==> src/rtl/fetch_target_queue_pkg.sv <==
// Shared frontend types: BPU/IFU interface structs, handshake, and fetch-target queue entry.
package fetch_target_queue_pkg;

    localparam int unsigned PLEN            = 32;
    localparam int unsigned INSTR_PER_FETCH = 4;
    localparam int unsigned FETCH_WIDTH     = 16;
    localparam int unsigned SLOT_IDX_W      = $clog2(INSTR_PER_FETCH);

    localparam int unsigned FTQ_DEPTH = 8;
    localparam int unsigned FTQ_IDX_W = $clog2(FTQ_DEPTH);
    localparam int unsigned FTQ_CNT_W = $clog2(FTQ_DEPTH + 1);

    typedef struct packed {
        int unsigned plen;
        int unsigned instr_per_fetch;
        int unsigned fetch_width;
    } cfg_t;

    localparam cfg_t EmptyCfg = '{
        plen:            PLEN,
        instr_per_fetch: INSTR_PER_FETCH,
        fetch_width:     FETCH_WIDTH
    };

    typedef logic [PLEN-1:0] plen_t;

    typedef struct packed {
        logic valid;
        logic ready;
    } handshake_t;

    typedef struct packed {
        plen_t pc;
    } ifu_to_bpu_t;

    typedef struct packed {
        logic                  pred_slot_valid;
        logic [SLOT_IDX_W-1:0] pred_slot_idx;
        plen_t                 pred_slot_target;
        plen_t                 npc;
    } bpu_to_ifu_t;

    typedef struct packed {
        plen_t                 pc;
        logic                  pred_slot_valid;
        logic [SLOT_IDX_W-1:0] pred_slot_idx;
        plen_t                 pred_slot_target;
        plen_t                 npc;
    } ftq_entry_t;

endpackage

==> src/rtl/fetch_target_queue.sv <==
// Frontend PC generator and in-order fetch-target queue between the BPU and the fetch stage.
// Redirects flush the queue and reload the fetch PC; a full queue stalls the PC (no pop-through).
module fetch_target_queue
    import fetch_target_queue_pkg::*;
#(
    parameter cfg_t        Cfg      = EmptyCfg,
    parameter int unsigned DEPTH    = FTQ_DEPTH,
    parameter logic [31:0] RESET_PC = 32'h8000_0000
) (
    input  logic                         clk_i,
    input  logic                         rst_i,
    output ifu_to_bpu_t                  ifu_to_bpu_o,
    output handshake_t                   ifu_to_bpu_hs_o,
    input  handshake_t                   bpu_to_ifu_hs_i,
    input  bpu_to_ifu_t                  bpu_to_ifu_i,
    input  logic                         redirect_valid_i,
    input  logic [Cfg.plen-1:0]          redirect_pc_i,
    output logic                         deq_valid_o,
    input  logic                         deq_ready_i,
    output ftq_entry_t                   deq_entry_o,
    output logic [$clog2(DEPTH)-1:0]     deq_ftq_idx_o,
    output logic [$clog2(DEPTH+1)-1:0]   count_o
);

    localparam int unsigned IDX_W = $clog2(DEPTH);
    localparam int unsigned CNT_W = $clog2(DEPTH + 1);

    logic [PLEN-1:0]  r_pc;
    logic [IDX_W-1:0] r_head;
    logic [IDX_W-1:0] r_tail;
    logic [CNT_W-1:0] r_count;
    ftq_entry_t       r_mem [DEPTH];

    logic w_full;
    logic w_req_valid;
    logic w_enq;
    logic w_deq_valid;
    logic w_deq;
    logic w_unused_hs_valid;

    // BPU valid carries no information for us; the prediction is combinational on pc.
    assign w_unused_hs_valid = bpu_to_ifu_hs_i.valid;

    assign w_full      = (r_count == CNT_W'(DEPTH));
    assign w_req_valid = !rst_i && !redirect_valid_i && !w_full;
    assign w_enq       = w_req_valid && bpu_to_ifu_hs_i.ready;
    assign w_deq_valid = !rst_i && (r_count != '0);
    assign w_deq       = w_deq_valid && deq_ready_i && !redirect_valid_i;

    // Pointer, occupancy and fetch-PC state; redirect outranks enqueue and dequeue.
    always_ff @(posedge clk_i) begin
        if (rst_i) begin
            r_pc    <= PLEN'(RESET_PC);
            r_head  <= '0;
            r_tail  <= '0;
            r_count <= '0;
        end else if (redirect_valid_i) begin
            r_pc    <= redirect_pc_i;
            r_head  <= '0;
            r_tail  <= '0;
            r_count <= '0;
        end else begin
            if (w_enq) begin
                r_tail <= r_tail + IDX_W'(1);
                r_pc   <= bpu_to_ifu_i.npc;
            end
            if (w_deq) begin
                r_head <= r_head + IDX_W'(1);
            end
            case ({w_enq, w_deq})
                2'b10:   r_count <= r_count + CNT_W'(1);
                2'b01:   r_count <= r_count - CNT_W'(1);
                default: r_count <= r_count;
            endcase
        end
    end

    // Entry storage is left unreset; only pointers qualify its contents.
    always_ff @(posedge clk_i) begin
        if (w_enq) begin
            r_mem[r_tail] <= '{
                pc:               r_pc,
                pred_slot_valid:  bpu_to_ifu_i.pred_slot_valid,
                pred_slot_idx:    bpu_to_ifu_i.pred_slot_idx,
                pred_slot_target: bpu_to_ifu_i.pred_slot_target,
                npc:              bpu_to_ifu_i.npc
            };
        end
    end

    assign ifu_to_bpu_o.pc = r_pc;
    assign ifu_to_bpu_hs_o = '{valid: w_req_valid, ready: 1'b1};
    assign deq_valid_o     = w_deq_valid;
    assign deq_entry_o     = r_mem[r_head];
    assign deq_ftq_idx_o   = r_head;
    assign count_o         = r_count;

endmodule

==> config.mk <==
export PLATFORM = sky130hd
export DESIGN_NAME = fetch_target_queue
export DESIGN_NICKNAME = d
export VERILOG_FILES = /design/src/rtl/fetch_target_queue_pkg.sv /design/src/rtl/fetch_target_queue.sv
export SDC_FILE = /design/constraint.sdc
export NUM_CORES = 1
export LEC_CHECK = 0
export CORE_AREA = 2 2 307 309
export DETAILED_ROUTE_END_ITERATION = 8
export DIE_AREA = 0 0 309 311
export SETUP_SLACK_MARGIN = 0.4
export SLEW_MARGIN = 0
export SYNTH_ARGS = -nofsm -noshare
export SYNTH_HDL_FRONTEND = slang
export SYNTH_SLANG_ARGS = --single-unit
==> constraint.sdc <==
create_clock -name clk_i -period 28.5 [get_ports clk_i]
set_clock_uncertainty 0.1 [all_clocks]
set_input_delay 4.275 -clock clk_i [delete_from_list [all_inputs] [get_ports clk_i]]
set_output_delay 4.275 -clock clk_i [all_outputs]
set_load 0.01 [all_outputs]
==> impl_metrics.toml, run 1 <==
[synthesis]
ys.flop_type = "edfxtp_1"
synth-edff-count = 792
syn_area_mm2 = 0.0321
synth_fp_nets = 1524
synth.top_cells.by_area = "edfxtp_1 (74%), mux4_2 (14%), mux2_2 (3.5%)"
yosysWarnings = 0
synthCells = 1414
yosysUniqueCellTypes = 39
syn_area_per_cell_um2 = 22.7
ys_async_sr_fraction_pct = 0
synth_seq_area_share_pct = 76.8
synth_top_area_share_pct = 74.0
ys_ff_latch = 837
synth_largest_area_cell = "edfxtp_1"

[drt]
drt_iter0_markers = 1325
remaining_drc_errors = 0
wl_mm = 78.4
dr.pass1.iters = 5
via_per_inst = 5.03
vias = 15200
ant_nets = 0
wl_per_cell_um = 25.9

[setup_path]
reg2reg_slack_ns = 24.48
path_cells = "buf_4, or2_2, nor2_1, clkdlybuf4s50_1"
rr_worst_depth = 6
crit_end = "ifu_to_bpu_hs_o[1]"
arrival_ns = 5.96
crit_start = "redirect_valid_i"
critPathLaunchType = "primary input"
crit_type = "primary input to output port"
r2r-start = "count_o[1]"
r2r-end = "r_mem[7][62]"
crit_required_ns = 24.12
critPathCaptureType = "output port"
slowest_delay_ns = 0.64
crit_slowest_cell = "clkdlybuf4s50_1"
path_max_fanout = 42

[timing]
tightest_slew_ns = 1.05
relSlewSlack_pct = 29.9
rsz0062_at_grt = "false"
drv_slew = 0
max_freq_mhz = 96.7
period_minus_slack_ns = 10.34
setup_tns_ns = 0
hold_violations = 0
finalCritPeriodShare_pct = 36.3
setup_viol = 0

[placement]
placement.io_buffers = 243
place_area_mm2 = 0.0360
dp.cells = 2859
dpl.hpwl_mm = 45.2
routabilityCongestion = 0.730

[global_route]
grt_pass1_wl_mm = 113
grt_usage_pct = 16.4
grt_max_degree = 65
met1_usage_pct = 22.4
use_met2_pct = 26.1
grtUsageMet3_pct = 4.04
grt_pass1_vias = 16300
gr-total-overflow = 0
busiest_layer = "met2"
antenna_found_initial = 13

[cts]
clkLatencyLatePin_ns = 0.65
cts_tree = "built"
clk_pin_slew_ns = 0.06
cts-buffers-inserted = 90
post-cts-setup-buffers = 0
cts-root-buf = "clkbuf_16"
htree_levels = 3
cts_resized = 0
hold_buffers = 0
cts_buffer_depth = 3
clock-sinks = 837

[die]
rows = 112
die-area_mm2 = 0.0961
initial_core_util_pct = 34.6
core_mm2 = 0.0928
die-height_um = 311
die_x_um = 309
io_pins = 246

[layout]
drive_gt1_share_pct = 29.7
utilization_pct = 41.9
mostFrequentLayoutCell = "edfxtp_1"
layout_common_cells = "edfxtp_1 (792), clkdlybuf4s50_1 (241), mux4_2 (198)"
final_nets = 1807
postLayoutCellArea_mm2 = 0.0388
syn2layout_area_growth_pct = 20.9
instances_no_fill = 3025

[outcome]
status = "finished, final reports clean"

[run]
max_cap_viol_count = 0

[power_and_ir_drop]
cellPowerDensity_mw_per_mm2 = 66.2
leakage_nw = 11.8
irDropWorstVdd_mv = 0.0421

[min_path]
hold_class = "flip-flop to flip-flop"
-- layer usage --
metal / wire (um) / vias up
met5: 116 / -
met1: 34000 / 8154
met4: 1390 / 18
li1: - / 6517
met2: 37700 / 433
met3: 5150 / 106
-- where the power goes --
group / internal, W / switching [W]
clock: 0.000639 / 0.000472
sequential: 0.00136 / 0.0000159
combinational: 0.0000408 / 0.0000440
total: 0.00204 / 0.000532
-- worst max-delay path, delay by kind of cell --
kind | cells | cell delay, ns
buffers and inverters | 2 | 0.94
AND/OR/NAND/NOR | 2 | 0.73
-- metrics by stage --
step / hold WS, ns / setup WS [ns] / power, W
3_5_place_dp: 0.432 / 18.16 / 0.00149
3_3_place_gp: 0.435 / 18.18 / 0.00148
4_1_cts: 0.453 / 18.14 / 0.00260
2_1_floorplan: 0.399 / 15.76 / 0.00143
6_report: 0.452 / 18.16 / 0.00257
5_1_grt: 0.481 / 18.03 / 0.00265
-- layout make-up --
cell class	instances	area [um2]
fillers	8082	53900
flip-flops and latches	837	24700
multi-input cells	462	6970
repair buffers	274	2660
clock buffers	110	2380
well taps	1254	1570
clock inverters	54	443
inverters	32	120
diodes	2	5.00
-- synthesized netlist by cell type, types with 2 or more instances --
master / instances
edfxtp_1: 792
mux4_2: 198
mux2_2: 99
dfxtp_1: 45
nor3_1: 42
inv_1: 32
clkbuf_1: 30
buf_2: 27
nor3_2: 26
a2111oi_2: 25
nor2_1: 18
buf_1: 13
nand2_1: 8
buf_6: 7
buf_4: 6
ha_1: 5
xor2_1: 5
a2111oi_0: 3
a2111oi_1: 3
a21oi_1: 3
mux2i_1: 3
or3_1: 3
nand3_1: 2
nor3b_1: 2
o21ai_0: 2
xnor2_1: 2
-- flip-flops by register name, indices dropped and copies added, names as in the netlist, named ones only --
signal and flops:
r_tail 3, deq_ftq_idx_o 3, r_mem 792, count_o 4
ifu_to_bpu_o 32
-- logic make-up after synthesis --
group | after synthesis | share of synthesized area (%)
DFF | 837 | 76.8
muxes | 300 | 17.4
buffers and inverters | 115 | 1.68
and+or+nand+nor | 110 | 2.19
AOI/OAI and AO/OA | 39 | 1.50
xor gates and xnor gates | 7 | 0.191
adders and majority gates | 5 | 0.195
other | 1 | 0.0117
-- how the worst min path moves through the flow --
stage,startpoint,endpoint,slack [ns],depth (start not counted)
2_1_floorplan,r_tail[1],r_tail[1],0.40,2
3_3_place_gp,count_o[3],count_o[3],0.44,2
3_5_place_dp,count_o[3],count_o[3],0.43,2
4_1_cts,count_o[3],count_o[3],0.45,2
5_1_grt,r_tail[1],r_tail[1],0.48,2
6_report,count_o[3],count_o[3],0.45,2
(Power assumes the default switching activity.)
==> inputs of run 2 (changes only) <==
==> constraint.sdc (replaced) <==
create_clock -name clk_i -period 10.3 [get_ports clk_i]
set_clock_uncertainty 0.1 [all_clocks]
set_input_delay 1.545 -clock clk_i [delete_from_list [all_inputs] [get_ports clk_i]]
set_output_delay 1.545 -clock clk_i [all_outputs]
set_load 0.01 [all_outputs]
==> run 2 against run 1 <==
Sequential share of layout area down 0.086 points; critical path depth up 1; non-clock buffer count down 11; power rose to 2.8 times the previous value; register-to-register slack worse by 18 ns; global-route usage down 0.64 points; critical endpoint is now deq_entry_o[5].
==> impl_metrics.toml, run 2 (synthesized netlist as in run 1, its figures left out) <==
[outcome]
status = "finished, final reports clean"

[drt]
ant_nets = 0
wl_mm = 75.7
vias = 15200
wl_per_cell_um = 25.1
remaining_drc_errors = 0
drt_iter0_markers = 1156
dr.pass1.iters = 5
via_per_inst = 5.05

[layout]
layout_common_cells = "edfxtp_1 (792), clkdlybuf4s50_1 (241), mux4_2 (198)"
mostFrequentLayoutCell = "edfxtp_1"
multi_input_area_mm2 = 0.00699
postLayoutCellArea_mm2 = 0.0389
syn2layout_area_growth_pct = 21.0
seqCellArea_mm2 = 0.0247
drive_gt1_share_pct = 29.3
final_nets = 1795
utilization_pct = 41.9
top_register = "r_mem"
largest_reg_flops = 792
nFillCells = 8086

[timing]
finalCritPeriodShare_pct = 57.7
rsz0062_at_grt = "false"
setup_viol = 0
setup_tns_ns = 0
drv_slew = 0
relSlewSlack_pct = 20.7
period_minus_slack_ns = 5.94
whs_ns = 0.455
tightest_slew_ns = 1.18
hold_violations = 0
max_freq_mhz = 168

[min_path]
hold_class = "flip-flop to flip-flop"

[setup_path]
path_max_fanout = 46
arrival_ns = 4.30
critPathCaptureType = "output port"
critPathLaunchType = "flip-flop"
crit_type = "flip-flop to output port"
crit_required_ns = 8.66

[cts]
htree_levels = 3
cts-buffers-inserted = 89
clock-sinks = 837
cts_buffer_depth = 3
post-cts-setup-buffers = 0
clk_pin_slew_ns = 0.05
clkLatencyLatePin_ns = 0.66
hold_buffers = 0
cts_resized = 0
cts_tree = "built"
cts-root-buf = "clkbuf_16"

[placement]
place_area_mm2 = 0.0360
placement.io_buffers = 243
routabilityCongestion = 0.747
dpl.hpwl_mm = 41.1

[die]
core_mm2 = 0.0928
initial_core_util_pct = 34.6
rows = 112
io_pins = 246
die-height_um = 311
die-area_mm2 = 0.0961
die_x_um = 309

[global_route]
antenna_found_initial = 11
grt_usage_pct = 15.7
grt_max_degree = 103
gr-total-overflow = 0
grt_pass1_wl_mm = 109
grt_pass1_vias = 16100

[run]
max_cap_viol_count = 0

[power_and_ir_drop]
irDropWorstVdd_mv = 0.122
leakage_nw = 11.8
cellPowerDensity_mw_per_mm2 = 184
[run 2: cell types whose count changed in the layout (fill, tap and decap cells not counted), moves of 3 or more]
cell | before | now
clkinv_4 | 0 | 4
diode_2 | 2 | 6
buf_4 | 32 | 16
clkinvlp_4 | 8 | 3
buf_12 | 0 | 5
clkinv_1 | 22 | 17
inv_16 | 1 | 4
clkbuf_1 | 16 | 19
[run 2: cell type report]
class                   instances  area share (%)
diodes                          6          0.0386
inverters                      32           0.309
clock buffers                 112            6.05
repair buffers                263            6.78
clock inverters                51            1.33
multi-input cells             462            18.0
flip-flops and latches        837            63.5
well taps                    1254            4.03
[run 2: worst paths after layout]
check / startpoint / endpoint / slack, ns / cells past startpoint
max reg2reg: count_o[1] / r_mem[2][35] / 6.75 / 5
min: deq_ftq_idx_o[1] / flip-flop / 0.45 / 2
min reg2reg: deq_ftq_idx_o[1] / flip-flop / 0.45 / 2
max: flip-flop / deq_entry_o[5] / 4.36 / 5
[run 2: per-layer routing]
layer / wire length (um) / GRT usage (%)
met1: 32500 / 21.5
met2: 36600 / 25.3
met3: 5080 / 3.71
met4: 1430 / 4.24
met5: 114 / 0
[run 2: through the flow]
stage          worst slack, ns  std cells  total power (W)
6_report                  4.36       3017          0.00715
4_1_cts                   4.15       3011          0.00725
5_1_grt                   3.98       3011          0.00740
2_1_floorplan            0.295       1414          0.00395
3_3_place_gp              4.87       2848          0.00410
3_5_place_dp              4.79       2848          0.00411
[run 2: where the power goes]
part | internal (W) | switching (W)
Clock | 0.00181 | 0.00131
Combinational | 0.000113 | 0.000120
Sequential | 0.00376 | 0.0000434
Total | 0.00568 | 0.00147
[run 2: worst max-delay path, stage by stage (launching register included)]
cell and delay [ns]:
dfxtp_4 0.70, buf_4 0.57, buf_4 0.84, mux4_2 0.61
mux2_2 0.32, clkdlybuf4s50_1 0.51
==> inputs of run 3 (changes only) <==
==> constraint.sdc (replaced) <==
create_clock -name clk_i -period 5.5 [get_ports clk_i]
set_clock_uncertainty 0.1 [all_clocks]
set_input_delay 0.825 -clock clk_i [delete_from_list [all_inputs] [get_ports clk_i]]
set_output_delay 0.825 -clock clk_i [all_outputs]
set_load 0.01 [all_outputs]
==> run 3 against run 2 <==
Routed wire length grew 1.0%; flip-flop and latch count did not move; combinational power up 90%; cell count is 0.17% higher; worst hold slack got worse by 0.010 ns; non-clock buffer count is 10 higher; clock power increased by 92%; clock-buffer cell count is 3 lower; worst setup slack got worse by 3.2 ns; critical path depth is 1 lower; die area did not move; largest power group unchanged; highest routed layer unchanged.
==> impl_metrics.toml, run 3 (synthesized netlist as in run 1, its figures left out) <==
[cts]
cts-root-buf = "clkbuf_16"
clk_pin_slew_ns = 0.06
clkLatencyLatePin_ns = 0.65
cts_resized = 0
htree_levels = 3
cts_buffer_depth = 3
cts-buffers-inserted = 89
post-cts-setup-buffers = 0
hold_buffers = 0
cts_tree = "built"
clock-sinks = 837

[layout]
top_register = "r_mem"
instances_no_fill = 3022
nFillCells = 8069
layout_common_cells = "edfxtp_1 (792), clkdlybuf4s50_1 (241), mux4_2 (198)"
postLayoutCellArea_mm2 = 0.0392
syn2layout_area_growth_pct = 22.0
final_nets = 1805
largest_reg_flops = 792
drive_gt1_share_pct = 30.0
mostFrequentLayoutCell = "edfxtp_1"

[min_path]
hold_class = "flip-flop to flip-flop"

[setup_path]
crit_type = "flip-flop to output port"
critPathLaunchType = "flip-flop"
crit_end = "deq_entry_o[72]"
critical_path_depth = 4
rr_worst_depth = 9
r2r-start = "count_o[1]"
path_cells = "buf_12, mux4_2, mux2_2, clkdlybuf4s50_1"
crit_family = "buffers and inverters"
crit_slowest_cell = "dfxtp_4"
r2r-end = "count_o[2]"
arrival_ns = 3.38
cp_num_buf_inv = 2
path_max_fanout = 44
critPathCaptureType = "output port"
slowest_delay_ns = 0.83
crit_required_ns = 4.58
reg2reg_slack_ns = 2.37

[drt]
drt_iter0_markers = 1291
ant_nets = 0
wl_mm = 76.5
wl_per_cell_um = 25.3
dr.pass1.iters = 5
via_per_inst = 5.05
remaining_drc_errors = 0
vias = 15300

[die]
die-area_mm2 = 0.0961
initial_core_util_pct = 34.6
core_mm2 = 0.0928
die_x_um = 309
die-height_um = 311
rows = 112
io_pins = 246

[global_route]
grt_max_degree = 100
grt_pass1_vias = 16200
met1_usage_pct = 22.0
use_met2_pct = 25.3
gr-total-overflow = 0
grtUsageMet3_pct = 4.09
antenna_found_initial = 8
busiest_layer = "met2"
grt_pass1_wl_mm = 111
grt_usage_pct = 15.9

[outcome]
status = "finished, final reports clean"

[timing]
setup_viol = 0
fin_ws_ns = 1.20
period_minus_slack_ns = 4.30
hold_violations = 0
setup_tns_ns = 0
drv_slew = 0
finalCritPeriodShare_pct = 78.2
max_freq_mhz = 233
rsz0062_at_grt = "false"
relSlewSlack_pct = 27.6
tightest_slew_ns = 1.07

[placement]
place_area_mm2 = 0.0363
placement.io_buffers = 243
dp.cells = 2858
dpl.hpwl_mm = 43.5
routabilityCongestion = 0.762
preCtsSetupSlack_ns = 1.63

[power_and_ir_drop]
fin_total_pwr_w = 0.0135
irDropWorstVdd_mv = 0.207
leakage_nw = 11.9
cellPowerDensity_mw_per_mm2 = 345

[run]
max_cap_viol_count = 0
-- run 3: worst min-delay path: stages (launching register included) --
cell and delay (ns):
dfxtp_1 0.36, nand2_1 0.08, mux2i_1 0.06
-- run 3: routing by layer --
metal / share of wire, % / vias up / wire [um]
met3: 7.1 / 106 / 5460
met4: 1.6 / 14 / 1260
met5: 0.12 / - / 94
li1: - / 6506 / -
met2: 48 / 479 / 36900
met1: 43 / 8145 / 32800
-- run 3: metrics by stage --
stage	util [%]	hold WS, ns
3_5_place_dp	39.1	0.430
5_1_grt	42.3	0.487
2_1_floorplan	-	0.426
3_3_place_gp	39.1	0.423
4_1_cts	42.3	0.440
6_report	42.3	0.445
-- run 3: worst min-delay path by stage --
stage	end	slack, ns	from	cells past startpoint
after floorplan	count_o[3]	0.43	count_o[3]	2
after global placement	count_o[3]	0.42	count_o[3]	2
after detailed placement	count_o[3]	0.43	count_o[3]	2
after CTS	count_o[3]	0.44	count_o[3]	2
after global routing	flip-flop	0.49	deq_ftq_idx_o[2]	2
final	count_o[3]	0.44	count_o[3]	2
-- run 3: final cells by class --
| cell class | count | area, um2 | share of cell area, % |
|---|---|---|---|
| diodes | 2 | 5.00 | 0.0128 |
| clock buffers | 109 | 2370 | 6.06 |
| inverters | 32 | 120 | 0.306 |
| well taps | 1254 | 1570 | 4.00 |
| flip-flops and latches | 837 | 24700 | 63.0 |
| repair buffers | 273 | 2880 | 7.33 |
| multi-input cells | 462 | 6990 | 17.8 |
| clock inverters | 53 | 588 | 1.50 |
-- run 3: report_power, final --
part           internal (W)  switching (W)  total [W]
sequential          0.00704      0.0000762    0.00711
clock               0.00352        0.00246    0.00598
combinational      0.000213       0.000229   0.000442
